`src/rtl/id_ex_stage.sv`:
```
// id_ex_stage: MIPS32 ID/EX pipeline register with EX/MEM and MEM/WB operand
// forwarding, load-use bubble insertion, stall and flush handling.
// Revision: 1.0

`default_nettype none

module id_ex_stage #(
  parameter int DW = 32,
  parameter int RW = 5
) (
  input  logic          clk,
  input  logic          rst,
  input  logic          stall,
  input  logic          flush,
  input  logic          id_valid,
  input  logic [DW-1:0] id_pc,
  input  logic [DW-1:0] id_rs_data,
  input  logic [DW-1:0] id_rt_data,
  input  logic [DW-1:0] id_imm,
  input  logic [RW-1:0] id_rs,
  input  logic [RW-1:0] id_rt,
  input  logic [RW-1:0] id_rd,
  input  logic          id_alu_src,
  input  logic          id_reg_dst,
  input  logic [2:0]    id_alu_control,
  input  logic          id_reg_write,
  input  logic          id_mem_read,
  input  logic          id_mem_write,
  input  logic          id_mem_to_reg,
  input  logic          exmem_reg_write,
  input  logic [RW-1:0] exmem_dest,
  input  logic [DW-1:0] exmem_result,
  input  logic          memwb_reg_write,
  input  logic [RW-1:0] memwb_dest,
  input  logic [DW-1:0] memwb_data,
  output logic          ex_valid,
  output logic [DW-1:0] ex_a,
  output logic [DW-1:0] ex_b,
  output logic [DW-1:0] ex_store_data,
  output logic [2:0]    ex_alu_control,
  output logic [RW-1:0] ex_dest,
  output logic [DW-1:0] ex_pc,
  output logic          ex_reg_write,
  output logic          ex_mem_read,
  output logic          ex_mem_write,
  output logic          ex_mem_to_reg,
  output logic          load_use_hazard
);

  typedef struct packed {
    logic          valid;
    logic [DW-1:0] pc;
    logic [DW-1:0] rs_data;
    logic [DW-1:0] rt_data;
    logic [DW-1:0] imm;
    logic [RW-1:0] rs;
    logic [RW-1:0] rt;
    logic [RW-1:0] dest;
    logic          alu_src;
    logic [2:0]    alu_ctl;
    logic          reg_write;
    logic          mem_read;
    logic          mem_write;
    logic          mem_to_reg;
  } stage_t;

  stage_t        st_q, st_d;
  logic [DW-1:0] fwd_rs, fwd_rt;

  // EX/MEM has priority over MEM/WB; $0 is never forwarded.
  always_comb begin
    fwd_rs = st_q.rs_data;
    if (exmem_reg_write && (exmem_dest != '0) && (exmem_dest == st_q.rs)) begin
      fwd_rs = exmem_result;
    end else if (memwb_reg_write && (memwb_dest != '0) && (memwb_dest == st_q.rs)) begin
      fwd_rs = memwb_data;
    end
  end

  always_comb begin
    fwd_rt = st_q.rt_data;
    if (exmem_reg_write && (exmem_dest != '0) && (exmem_dest == st_q.rt)) begin
      fwd_rt = exmem_result;
    end else if (memwb_reg_write && (memwb_dest != '0) && (memwb_dest == st_q.rt)) begin
      fwd_rt = memwb_data;
    end
  end

  // rt only matters when it is an ALU source or store data.
  always_comb begin
    load_use_hazard = 1'b0;
    if (st_q.valid && st_q.mem_read && (st_q.dest != '0) && id_valid) begin
      load_use_hazard = (st_q.dest == id_rs) ||
                        ((st_q.dest == id_rt) && (!id_alu_src || id_mem_write));
    end
  end

  always_comb begin
    st_d = st_q;
    if (flush) begin
      st_d = '0;
    end else if (stall) begin
      // Refresh operands so a write retiring during the stall is captured.
      st_d.rs_data = fwd_rs;
      st_d.rt_data = fwd_rt;
    end else if (load_use_hazard) begin
      st_d = '0;
    end else begin
      st_d.valid      = id_valid;
      st_d.pc         = id_pc;
      st_d.rs_data    = id_rs_data;
      st_d.rt_data    = id_rt_data;
      st_d.imm        = id_imm;
      st_d.rs         = id_rs;
      st_d.rt         = id_rt;
      st_d.dest       = id_reg_dst ? id_rd : id_rt;
      st_d.alu_src    = id_alu_src;
      st_d.alu_ctl    = id_valid ? id_alu_control : 3'b000;
      st_d.reg_write  = id_valid & id_reg_write;
      st_d.mem_read   = id_valid & id_mem_read;
      st_d.mem_write  = id_valid & id_mem_write;
      st_d.mem_to_reg = id_valid & id_mem_to_reg;
    end
  end

  always_ff @(posedge clk or negedge rst) begin
    if (!rst) begin
      st_q <= '0;
    end else begin
      st_q <= st_d;
    end
  end

  assign ex_valid       = st_q.valid;
  assign ex_a           = fwd_rs;
  assign ex_b           = st_q.alu_src ? st_q.imm : fwd_rt;
  assign ex_store_data  = fwd_rt;
  assign ex_alu_control = st_q.alu_ctl;
  assign ex_dest        = st_q.dest;
  assign ex_pc          = st_q.pc;
  assign ex_reg_write   = st_q.reg_write;
  assign ex_mem_read    = st_q.mem_read;
  assign ex_mem_write   = st_q.mem_write;
  assign ex_mem_to_reg  = st_q.mem_to_reg;

endmodule

`default_nettype wire

```
`config.mk`:
```
export PLATFORM = sky130hd
export DESIGN_NAME = id_ex_stage
export DESIGN_NICKNAME = d
export VERILOG_FILES = /design/src/rtl/id_ex_stage.sv
export SDC_FILE = /design/constraint.sdc
export NUM_CORES = 1
export LEC_CHECK = 0
export BUFFER_PORTS_ARGS = -buffer_cell sky130_fd_sc_hd__buf_4
export CAP_MARGIN = 30
export CORE_AREA = 2 2 146 148
export CTS_BUF_LIST = sky130_fd_sc_hd__clkbuf_8
export DETAILED_ROUTE_END_ITERATION = 10
export DIE_AREA = 0 0 148 150
export PLACE_DENSITY_LB_ADDON = 0.25
export SKIP_LAST_GASP = 1
export SLEW_MARGIN = 10
export SYNTH_ARGS = -nofsm -noshare
export SYNTH_HDL_FRONTEND = slang
export SYNTH_SLANG_ARGS = --single-unit
```
`constraint.sdc`:
```
create_clock -name clk -period 2.05 [get_ports clk]
set_clock_uncertainty 0.2 [all_clocks]
set_input_delay 0.1025 -clock clk [delete_from_list [all_inputs] [get_ports clk]]
set_output_delay 0.1025 -clock clk [all_outputs]
set_load 0.02 [all_outputs]
```
==> flow_summary_export.csv, run 1 <==
group,metric,value,unit
layout,final_layout_size_suffix_gt1_frac,0.5813,
placed_design,post-dp-hpwl,25990,um
power_and_ir_drop,p_leak,0.007950,uW
floorplanning,rows,53,
timing,finalCriticalPeriod,3.093,ns
power_and_ir_drop,p_sw,3576,uW
worst_setup_path,critPathLaunchType,"register",
worst_setup_path,cpMaxStageDelayCell,"dfrtp_1",
synth,synth_nets,1063,
global_routing,grt_pass1_wl,61760,um
layout,nFillCells,880,
placed_design,dpl_cell_area,13900,um2
synth,synth_area,8584,um2
layout,final_common_cell,"buf_4",
cts,cts_root_buffer,"clkbuf_8",
floorplanning,coreArea,20690,um2
floorplanning,start_util,0.4149,
timing,setup_viol,247,
worst_setup_path,critPathMaxStageDelay,0.45,ns
detailed_routing,drc,0,
layout,top_register,"st_q",
worst_setup_path,crit_arrival,2.79,ns
timing,layout_setup_ws,-1.043,ns
synth,synthArstFlopShare,1.000,
run_status,violations,"hold timing, setup timing",
power_and_ir_drop,clkPwrFrac,0.272,
detailed_routing,avgViaCountPerCell,6.394,
timing,slew_viol_final,0,
cts,cts_max_level,4,
layout,final_area,18190,um2
detailed_routing,postRouteAntennaNets,0,
detailed_routing,first_pass_iters,5,
worst_hold_path,hold_depth,5,
power_and_ir_drop,powerDensity,550.8,nW/um2
layout,nNetsFinal,1697,
synth,synth_cell_types,36,
layout,largest_register_ffs,107,
synth,yosysSeqAreaShare,0.4431,
worst_setup_path,path_max_fanout,12,
synth,synth_area_leader_cell,"dfrtp_1",
power_and_ir_drop,power.internal,6445,uW
timing,fmax,323.3,MHz
worst_setup_path,crit_required,1.75,ns
timing,rsz0062_at_grt,"yes",
floorplanning,die_w,148,um
worst_setup_path,path_cells,"xnor2_1, o211ai_2, buf_4, buf_4, nor3_2, a31oi_4, mux2_4, buf_4",
power_and_ir_drop,swShare,0.3569,
worst_setup_path,r2r-end,"st_q[95]",
global_routing,grt_use_met2,0.5977,
synth,ys.flop_type,"dfrtp_1",
global_routing,grt_max_degree,80,
power_and_ir_drop,seqPwrFrac,0.334,
global_routing,grt_pass1_vias,10620,
timing,fin_worst_hold_slack,-0.002094,ns
synth,synth_top_area_frac,0.4431,
cts,clock_path_buffers,2,
worst_hold_path,hold_class,"in2reg",
worst_hold_path,min_from,"memwb_data[27]",
layout,layout_common_cells,"buf_4, dlygate4sd3_1, a22o_1, dfrtp_1, buf_6",
cts,cts_inserted_buffers,17,
global_routing,met3_usage,0.08963,
synth,netlist_instances,830,
global_routing,grt.busiest_layer,"met2",
power_and_ir_drop,max-vdd-ir-drop,0.0004521,V
cts,cts_sinks,152,
floorplanning,io_pins,375,
layout,syn2layout_area_growth,111.9,%
detailed_routing,drt-initial-drc-count,1073,
global_routing,grt.overflow.total,0,
global_routing,antenna_found_initial,1,
detailed_routing,vias,11210,
worst_hold_path,whs_endpoint,"st_q[114]",
synth,yosys-top-cells-area,"dfrtp_1, a22o_1, o31ai_1",
worst_setup_path,cp-end-kind,"primary output",
run_status,outcome,"finished with violations",
cts,worstSkewPairLatency,0.48,ns
cts,cts_tree,"done",
timing,hold_viol,1,
timing,slew_headroom,0.6050,
detailed_routing,routed_wl,50520,um
global_routing,grtUsageMet1,0.4475,
floorplanning,fp.dieH,150,um
timing,timing.final.crit_share,1.509,
worst_setup_path,r2r_slack,-0.69,ns
synth,yosys_warnings,0,
worst_setup_path,critPathKind,"reg2out",
floorplanning,die_area,22200,um2
global_routing,track_usage,0.3645,
synth,syn_area_per_cell,10.34,um2
run,cap_violations,0,
worst_setup_path,ff2ff_path_depth,10,
layout,final_util,0.8794,
synth,synth-edff-count,0,
timing,tightestPinTransition,0.5926,ns
placed_design,portBuffers,374,
timing,setup_tns,-120.36,ns
placed_design,gp_congestion,0.9064,
worst_setup_path,critPathMostFrequentCell,"buf_4",
synth,ys_ff_latch,152,
detailed_routing,wl_per_cell,28.82,um
worst_setup_path,r2r_start,"st_q[21]",
power_and_ir_drop,combinationalPowerShare,0.394,
cts,path_clk_slew,0.12,ns
## critical path, delay by kind of cell (launching register included)
family	cells	cell delay, ns
AOI/OAI and AO/OA	2	0.29
DFF	1	0.45
buffers and inverters	3	0.62
xor gates and xnor gates	1	0.27
and+or+nand+nor	1	0.36
muxes	1	0.31
## worst max-delay path by stage
stage              from  endpoint  cells past startpoint
3_3_place_gp   st_q[16]  ex_b[17]                      9
2_1_floorplan  st_q[15]  ex_b[16]                      7
3_5_place_dp   st_q[16]  ex_b[16]                      7
4_1_cts        st_q[15]   ex_b[0]                      8
6_report       st_q[13]  ex_b[26]                      8
5_1_grt        st_q[14]  ex_b[26]                      7
## layer usage
metal | part of all wire | routed length, um
met5 | 0 | 0
met4 | 0.079 | 4013
met3 | 0.095 | 4808
met2 | 0.48 | 24350
met1 | 0.34 | 17340
## timing repair
item | 4_1_cts | 5_1_grt
buffers inserted | 15 | 28
pin swaps | 63 | 102
gates resized for setup | 100 | 140
endpoints found under the hold margin | 304 | 0
hold buffers | 184 | 0
endpoints found under the setup margin | 184 | 249
gates cloned | 6 | 23
## kinds of logic (layout without fill, tap and decap cells)
group / Yosys count / count (layout) / share of synthesized area
XOR/XNOR: 30 / 30 / 0.03061
buffers and inverters: 172 / 818 / 0.1007
AO/OA/AOI/OAI: 289 / 289 / 0.2744
flip-flops: 152 / 152 / 0.4431
AND/OR/NAND/NOR: 150 / 150 / 0.1026
other: 0 / 2 / 0
multiplexers: 37 / 37 / 0.04854
## through the flow
stage / setup slack, ns / instances / total power, uW
2_1_floorplan: -0.3039 / 830 / 4899
3_3_place_gp: -0.4442 / 1467 / 6167
3_5_place_dp: -0.4498 / 1467 / 6203
4_1_cts: -0.8205 / 1702 / 9339
5_1_grt: -1.059 / 1752 / 10260
6_report: -1.043 / 1753 / 10020
## cell type report
| class | instances | area (um2) | area share |
|---|---|---|---|
| timing repair buffer | 754 | 7293 | 0.4009 |
| tap | 275 | 344.1 | 0.01891 |
| antenna | 2 | 5.005 | 0.0002751 |
| inverter | 33 | 123.9 | 0.006808 |
| multi-input combinational | 506 | 6171 | 0.3392 |
| clock buffer | 17 | 234.0 | 0.01286 |
| sequential | 152 | 3812 | 0.2095 |
| clock inverter | 14 | 210.2 | 0.01155 |
## synth_stat cells (9+ instances only)
| master | n |
|---|---|
| clkbuf_1 | 73 |
| xor2_1 | 10 |
| buf_2 | 16 |
| inv_1 | 33 |
| o31ai_1 | 64 |
| nor3_1 | 66 |
| mux2_2 | 37 |
| a31oi_1 | 55 |
| a31oi_2 | 9 |
| dfrtp_1 | 152 |
| or4_1 | 32 |
| nand4_1 | 35 |
| buf_4 | 44 |
| a22o_1 | 145 |
| xnor2_1 | 20 |
## power by group through the flow
stage | clock (uW) | sequential [uW] | combinational [uW]
finish | 2730 | 3340 | 3950
global route | 2840 | 3350 | 4060
CTS | 2650 | 3300 | 3390
detailed placement | 0 | 3350 | 2860
global placement | 0 | 3340 | 2820
floorplan | 0 | 3330 | 1570
Note: power is estimated with default switching activity, not from simulation.
==> run 2: changes to the inputs <==
Settings changed: CORE_AREA 2 2 146 148 to default, CORE_MARGIN from default to 2, CORE_UTILIZATION from default to 35, DIE_AREA 0 0 148 150 to default.
==> run 2 against run 1 <==
The run ends with setup timing left. Wire length fell by 13%. Sequential share of layout area is essentially flat. Critical path depth shrank 1. Largest cell class unchanged. Worst setup slack better by 0.16 ns. Final cell count grew 2.6%. Sequential power is essentially flat. First-iteration DRC count fell by 18%. Clock power shrank 7%. Maximum frequency grew 5.5%. Global-route usage is 6.6 points lower. Count of clock-buffer cells in the layout did not move.
==> flow_summary_export.csv, run 2 (same netlist as run 1, synthesis figures left out) <==
group,metric,value,unit
run_status,outcome,"finished with violations",
run_status,violations,"setup timing",
timing,finalCriticalPeriod,2.933,ns
cts,worstSkewPairLatency,0.48,ns
layout,nNetsFinal,1694,
power_and_ir_drop,clkPwrFrac,0.264,
power_and_ir_drop,combinationalPowerShare,0.390,
cts,clock_path_buffers,2,
cts,cts_tree,"done",
worst_hold_path,hold_depth,5,
power_and_ir_drop,p_sw,3452,uW
layout,syn2layout_area_growth,111.4,%
worst_setup_path,startpoint,"st_q[14]",
power_and_ir_drop,powerDensity,529.9,nW/um2
timing,hold_viol,0,
timing,setup_viol,249,
run,cap_violations,0,
worst_setup_path,ff2ff_path_depth,9,
detailed_routing,routed_wl,43960,um
worst_setup_path,crit_required,1.75,ns
floorplanning,coreArea,24180,um2
detailed_routing,first_pass_iters,6,
timing,rsz0062_at_grt,"yes",
layout,layoutNonFillerInstCount,1799,
worst_setup_path,r2r_start,"st_q[21]",
worst_setup_path,critPathLaunchType,"register",
worst_setup_path,crit_arrival,2.63,ns
cts,cts_inserted_buffers,17,
global_routing,grt_max_degree,86,
cts,cts_sinks,152,
worst_hold_path,hold_class,"in2reg",
layout,layout_common_cells,"buf_4, dlygate4sd3_1, dfrtp_1",
floorplanning,start_util,0.3551,
power_and_ir_drop,power.internal,6164,uW
layout,final_area,18150,um2
worst_setup_path,critPathKind,"reg2out",
detailed_routing,wl_per_cell,24.44,um
layout,top_register,"st_q",
placed_design,place_ws,-0.5279,ns
worst_setup_path,path_max_fanout,15,
placed_design,placedCellCount,1519,
detailed_routing,drc,0,
layout,largest_register_ffs,107,
global_routing,antenna_found_initial,1,
placed_design,gp_congestion,0.9705,
detailed_routing,postRouteAntennaNets,0,
timing,fmax,341.0,MHz
power_and_ir_drop,p_leak,0.007861,uW
cts,cts_max_level,4,
timing,slew_viol_final,0,
timing,layout_setup_ws,-0.8827,ns
layout,final_common_cell,"buf_4",
layout,multi_input_area,6245,um2
detailed_routing,avgViaCountPerCell,5.661,
timing,tightestPinTransition,0.5888,ns
floorplanning,die_area,25800,um2
timing,timing.final.crit_share,1.431,
floorplanning,rows,57,
global_routing,grt.overflow.total,0,
layout,regArea,3810,um2
floorplanning,die_w,160.6,um
power_and_ir_drop,swShare,0.3590,
placed_design,dpl_cell_area,13950,um2
layout,final_layout_size_suffix_gt1_frac,0.5760,
timing,fin_worst_hold_slack,0.02589,ns
worst_setup_path,setup.worst_path.end,"ex_b[12]",
detailed_routing,vias,10190,
global_routing,track_usage,0.2984,
cts,cts_root_buffer,"clkbuf_8",
cts,path_clk_slew,0.09,ns
worst_setup_path,r2r_slack,-0.52,ns
layout,nFillCells,1434,
worst_setup_path,r2r-end,"st_q[91]",
power_and_ir_drop,seqPwrFrac,0.346,
power_and_ir_drop,max-vdd-ir-drop,0.0004147,V
timing,slew_headroom,0.6075,
global_routing,grt_pass1_vias,10110,
floorplanning,io_pins,375,
worst_setup_path,cp-end-kind,"primary output",
global_routing,grt_pass1_wl,59580,um
detailed_routing,drt-initial-drc-count,875,
floorplanning,fp.dieH,160.6,um
placed_design,post-dp-hpwl,26910,um
placed_design,portBuffers,374,
## run 2: changes by cell type in the layout (fill, tap and decap cells not counted), moves of 3 or more
cell           change
xnor2_2            -4
dlygate4sd3_1      +6
nor3_1            -10
o31ai_2            -3
a31oi_4            +6
buf_16             -6
o31ai_1            +4
xnor2_1            +4
a31oi_2            -6
clkinv_8           +3
nor3_2             +8
buf_8              -5
## run 2: worst min path at each step
stage                    from                 to  slack, ns
2_1_floorplan             rst  ex_alu_control[0]      -0.39
3_3_place_gp              rst           st_q[65]      -0.08
3_5_place_dp              rst           st_q[65]      -0.08
4_1_cts         memwb_data[5]           st_q[92]    0.00007
5_1_grt         memwb_data[6]           st_q[93]       0.02
6_report       memwb_data[13]          st_q[100]       0.03
## run 2: worst max-delay path, stage by stage (launching register included)
cell and delay, ns:
dfrtp_1 0.43, xor2_2 0.18, or3_4 0.45, buf_12 0.21, o31ai_4 0.31, a31oi_4 0.14
mux2_4 0.28, buf_4 0.17
## run 2: final cells by class
type,instances,area share
Sequential cell,152,0.2099
Antenna cell,1,0.0001379
Clock inverter,15,0.01103
Clock buffer,17,0.01289
Multi-Input combinational cell,508,0.3441
Timing Repair Buffer,749,0.3928
Inverter,33,0.006825
Tap cell,324,0.02234
## run 2: power by group through the flow
stage | Sequential (uW) | Combinational (uW) | Clock, uW
final | 3330 | 3750 | 2540
after global routing | 3340 | 3900 | 2680
after CTS | 3310 | 3260 | 2580
after detailed placement | 3350 | 2830 | 0
after global placement | 3360 | 2790 | 0
after floorplan | 3330 | 1570 | 0
## run 2: metrics by stage
| stage | TNS [ns] | util | total power (uW) |
|---|---|---|---|
| after CTS | -90.37 | 0.6931 | 9145 |
| after detailed placement | -57.49 | 0.5772 | 6182 |
| final | -109.61 | 0.7507 | 9617 |
| after global routing | -125.16 | 0.7507 | 9926 |
| after global placement | -52.90 | 0.5772 | 6151 |
| after floorplan | -27.37 | - | 4899 |
## run 2: what timing repair did
item / 4_1_cts / 5_1_grt
hold buffers: 190 / 0
endpoints found under the setup margin: 230 / 249
pin swaps: 14 / 90
gates resized for setup: 79 / 154
hold endpoints to repair: 304 / 0
gates cloned: 1 / 21
buffers inserted: 4 / 32
## run 2: routing by layer
| layer | track usage | wire length [um] | up-vias |
|---|---|---|---|
| li1 | - | - | 4460 |
| met1 | 0.4030 | 18220 | 5056 |
| met2 | 0.4841 | 21200 | 552 |
| met3 | 0.05759 | 2981 | 117 |
| met4 | 0.09664 | 1563 | 0 |
| met5 | 0 | 0 | - |
==> run 3: changes to the inputs <==
Settings changed: PLACE_DENSITY from default to 0.7, PLACE_DENSITY_LB_ADDON 0.25 to default, TNS_END_PERCENT from default to 30.
Clock period 2.05 ns to 3.61 ns, I/O delays scaled along.
==> run 3 against run 2 <==
The run now ends clean. Global-route usage decreased by 3.7 points. Core utilization down 19 points. Final cell count decreased by 9.9%. Clock power fell by 48%. Critical path type unchanged. Critical endpoint is now ex_b[5]. Largest cell class unchanged. Highest routed layer unchanged.
==> flow_summary_export.csv, run 3 (same netlist as run 1, synthesis figures left out) <==
group,metric,value,unit
global_routing,track_usage,0.2618,
cts,cts.repair.resized,0,
floorplanning,fp.dieH,160.6,um
cts,cts_inserted_buffers,17,
worst_setup_path,crit_required,3.23,ns
power_and_ir_drop,total_power,4591,uW
global_routing,grt.overflow.total,0,
timing,tightestPinTransition,0.8850,ns
layout,nFillCells,2053,
cts,path_clk_slew,0.10,ns
detailed_routing,wl_per_cell,21.33,um
run_status,outcome,"complete, no violations",
floorplanning,coreArea,24180,um2
global_routing,antenna_found_initial,2,
detailed_routing,postRouteAntennaNets,0,
cts,cts_sinks,152,
cts,cts_root_buffer,"clkbuf_8",
power_and_ir_drop,powerDensity,340.0,nW/um2
worst_setup_path,cp-end-kind,"primary output",
worst_setup_path,critPathLaunchType,"register",
timing,fmax,292.1,MHz
floorplanning,rows,57,
detailed_routing,routed_wl,34560,um
layout,nNetsFinal,1514,
timing,setup_tns,0,ns
detailed_routing,drc,0,
timing,hold_viol,0,
cts,worstSkewPairLatency,0.46,ns
timing,slew_viol_final,0,
layout,regArea,3804,um2
cts,cts_max_level,4,
timing,finalCriticalPeriod,3.424,ns
layout,layoutNonFillerInstCount,1620,
timing,rsz0062_at_grt,"no",
power_and_ir_drop,p_leak,0.006244,uW
layout,syn2layout_area_growth,57.28,%
run,cap_violations,0,
cts,cts_tree,"done",
floorplanning,io_pins,375,
layout,top_register,"st_q",
floorplanning,start_util,0.3551,
layout,final_layout_size_suffix_gt1_frac,0.3764,
global_routing,grt_max_degree,122,
worst_setup_path,crit_arrival,3.04,ns
timing,slew_headroom,0.4087,
worst_hold_path,hold_class,"in2reg",
floorplanning,die_area,25800,um2
timing,setup_viol,0,
placed_design,dpl_cell_area,11340,um2
power_and_ir_drop,max-vdd-ir-drop,0.0002502,V
layout,layout_common_cells,"buf_4, dlygate4sd3_1, dfrtp_1",
detailed_routing,vias,8951,
floorplanning,die_w,160.6,um
placed_design,gp_congestion,0.9242,
detailed_routing,first_pass_iters,5,
global_routing,grt_pass1_vias,9063,
layout,multi_input_area,3944,um2
placed_design,portBuffers,374,
placed_design,post-dp-hpwl,23890,um
cts,clock_path_buffers,2,
placed_design,placedCellCount,1412,
layout,final_area,13500,um2
layout,largest_register_ffs,107,
worst_setup_path,path_max_fanout,19,
global_routing,grt_pass1_wl,52910,um
worst_setup_path,critPathKind,"reg2out",
detailed_routing,avgViaCountPerCell,5.525,
cts,postCtsSetupBuffers,0,
timing,timing.final.crit_share,0.9485,
layout,final_common_cell,"buf_4",
detailed_routing,drt-initial-drc-count,856,
[run 3: changes by cell type in the layout (fill, tap and decap cells not counted), sizes merged, moves of 3 or more]
| cell | delta |
|---|---|
| dlygate4sd3 | -18 |
| buf | -147 |
| clkinv | -3 |
| clkbuf | -13 |
| inv | +3 |
[run 3: worst paths after layout]
kind | start | endpoint | slack (ns) | cells after the start
setup reg to reg | st_q[20] | st_q[113] | 0.54 | 7
hold reg to reg | st_q[43] | st_q[43] | 0.30 | 1
hold / removal | exmem_result[2] | st_q[89] | 0.01 | 4
setup / recovery | st_q[14] | ex_b[5] | 0.19 | 7
min in group asynchronous | rst | st_q[46] | 0.14 | 2
max in group asynchronous | rst | st_q[87] | 2.15 | 3
[run 3: area by class of cell]
cell class,count,area share
Clock buffer,17,0.01733
Tap cell,324,0.03003
Multi-Input combinational cell,506,0.2921
Inverter,33,0.009174
Clock inverter,15,0.01168
Antenna cell,2,0.0003707
Sequential cell,152,0.2817
Timing Repair Buffer,571,0.3576
[run 3: metrics by stage]
step | setup WS, ns | hold slack, ns | utilization
after CTS | 0.09245 | 0.003753 | 0.5566
after global placement | 0.5236 | 0.09895 | 0.4680
final | 0.1860 | 0.01023 | 0.5585
after global routing | 0.05760 | 0.005781 | 0.5585
after detailed placement | 0.4973 | 0.09760 | 0.4692
after floorplan | 1.066 | -0.3151 | -
[run 3: metal layers]
layer  vias to the layer above  global-route usage  share of wire
li1                       4098                   -              -
met4                         0             0.08436          0.024
met1                      4386              0.3605           0.44
met2                       418              0.4201           0.47
met3                        49             0.04597          0.066
met5                         -                   0              0
[run 3: critical path, cell delays in order (launching register included)]
cell,delay [ns]
dfrtp_1,0.43
xor2_1,0.20
or3_1,0.67
buf_16,0.27
o31ai_1,0.29
a31oi_1,0.23
mux2_2,0.32
buf_4,0.16
[run 3: report_power, final]
group          internal [uW]  switching [uW]
Combinational            671             733
Sequential              1800            61.8
Clock                    520             806
Total                   2990            1600
[run 3: repair_timing]
action                                 in CTS  in global routing
endpoints found under the hold margin     230                  0
setup endpoints to repair                   0                  0
hold buffers                              172                  0
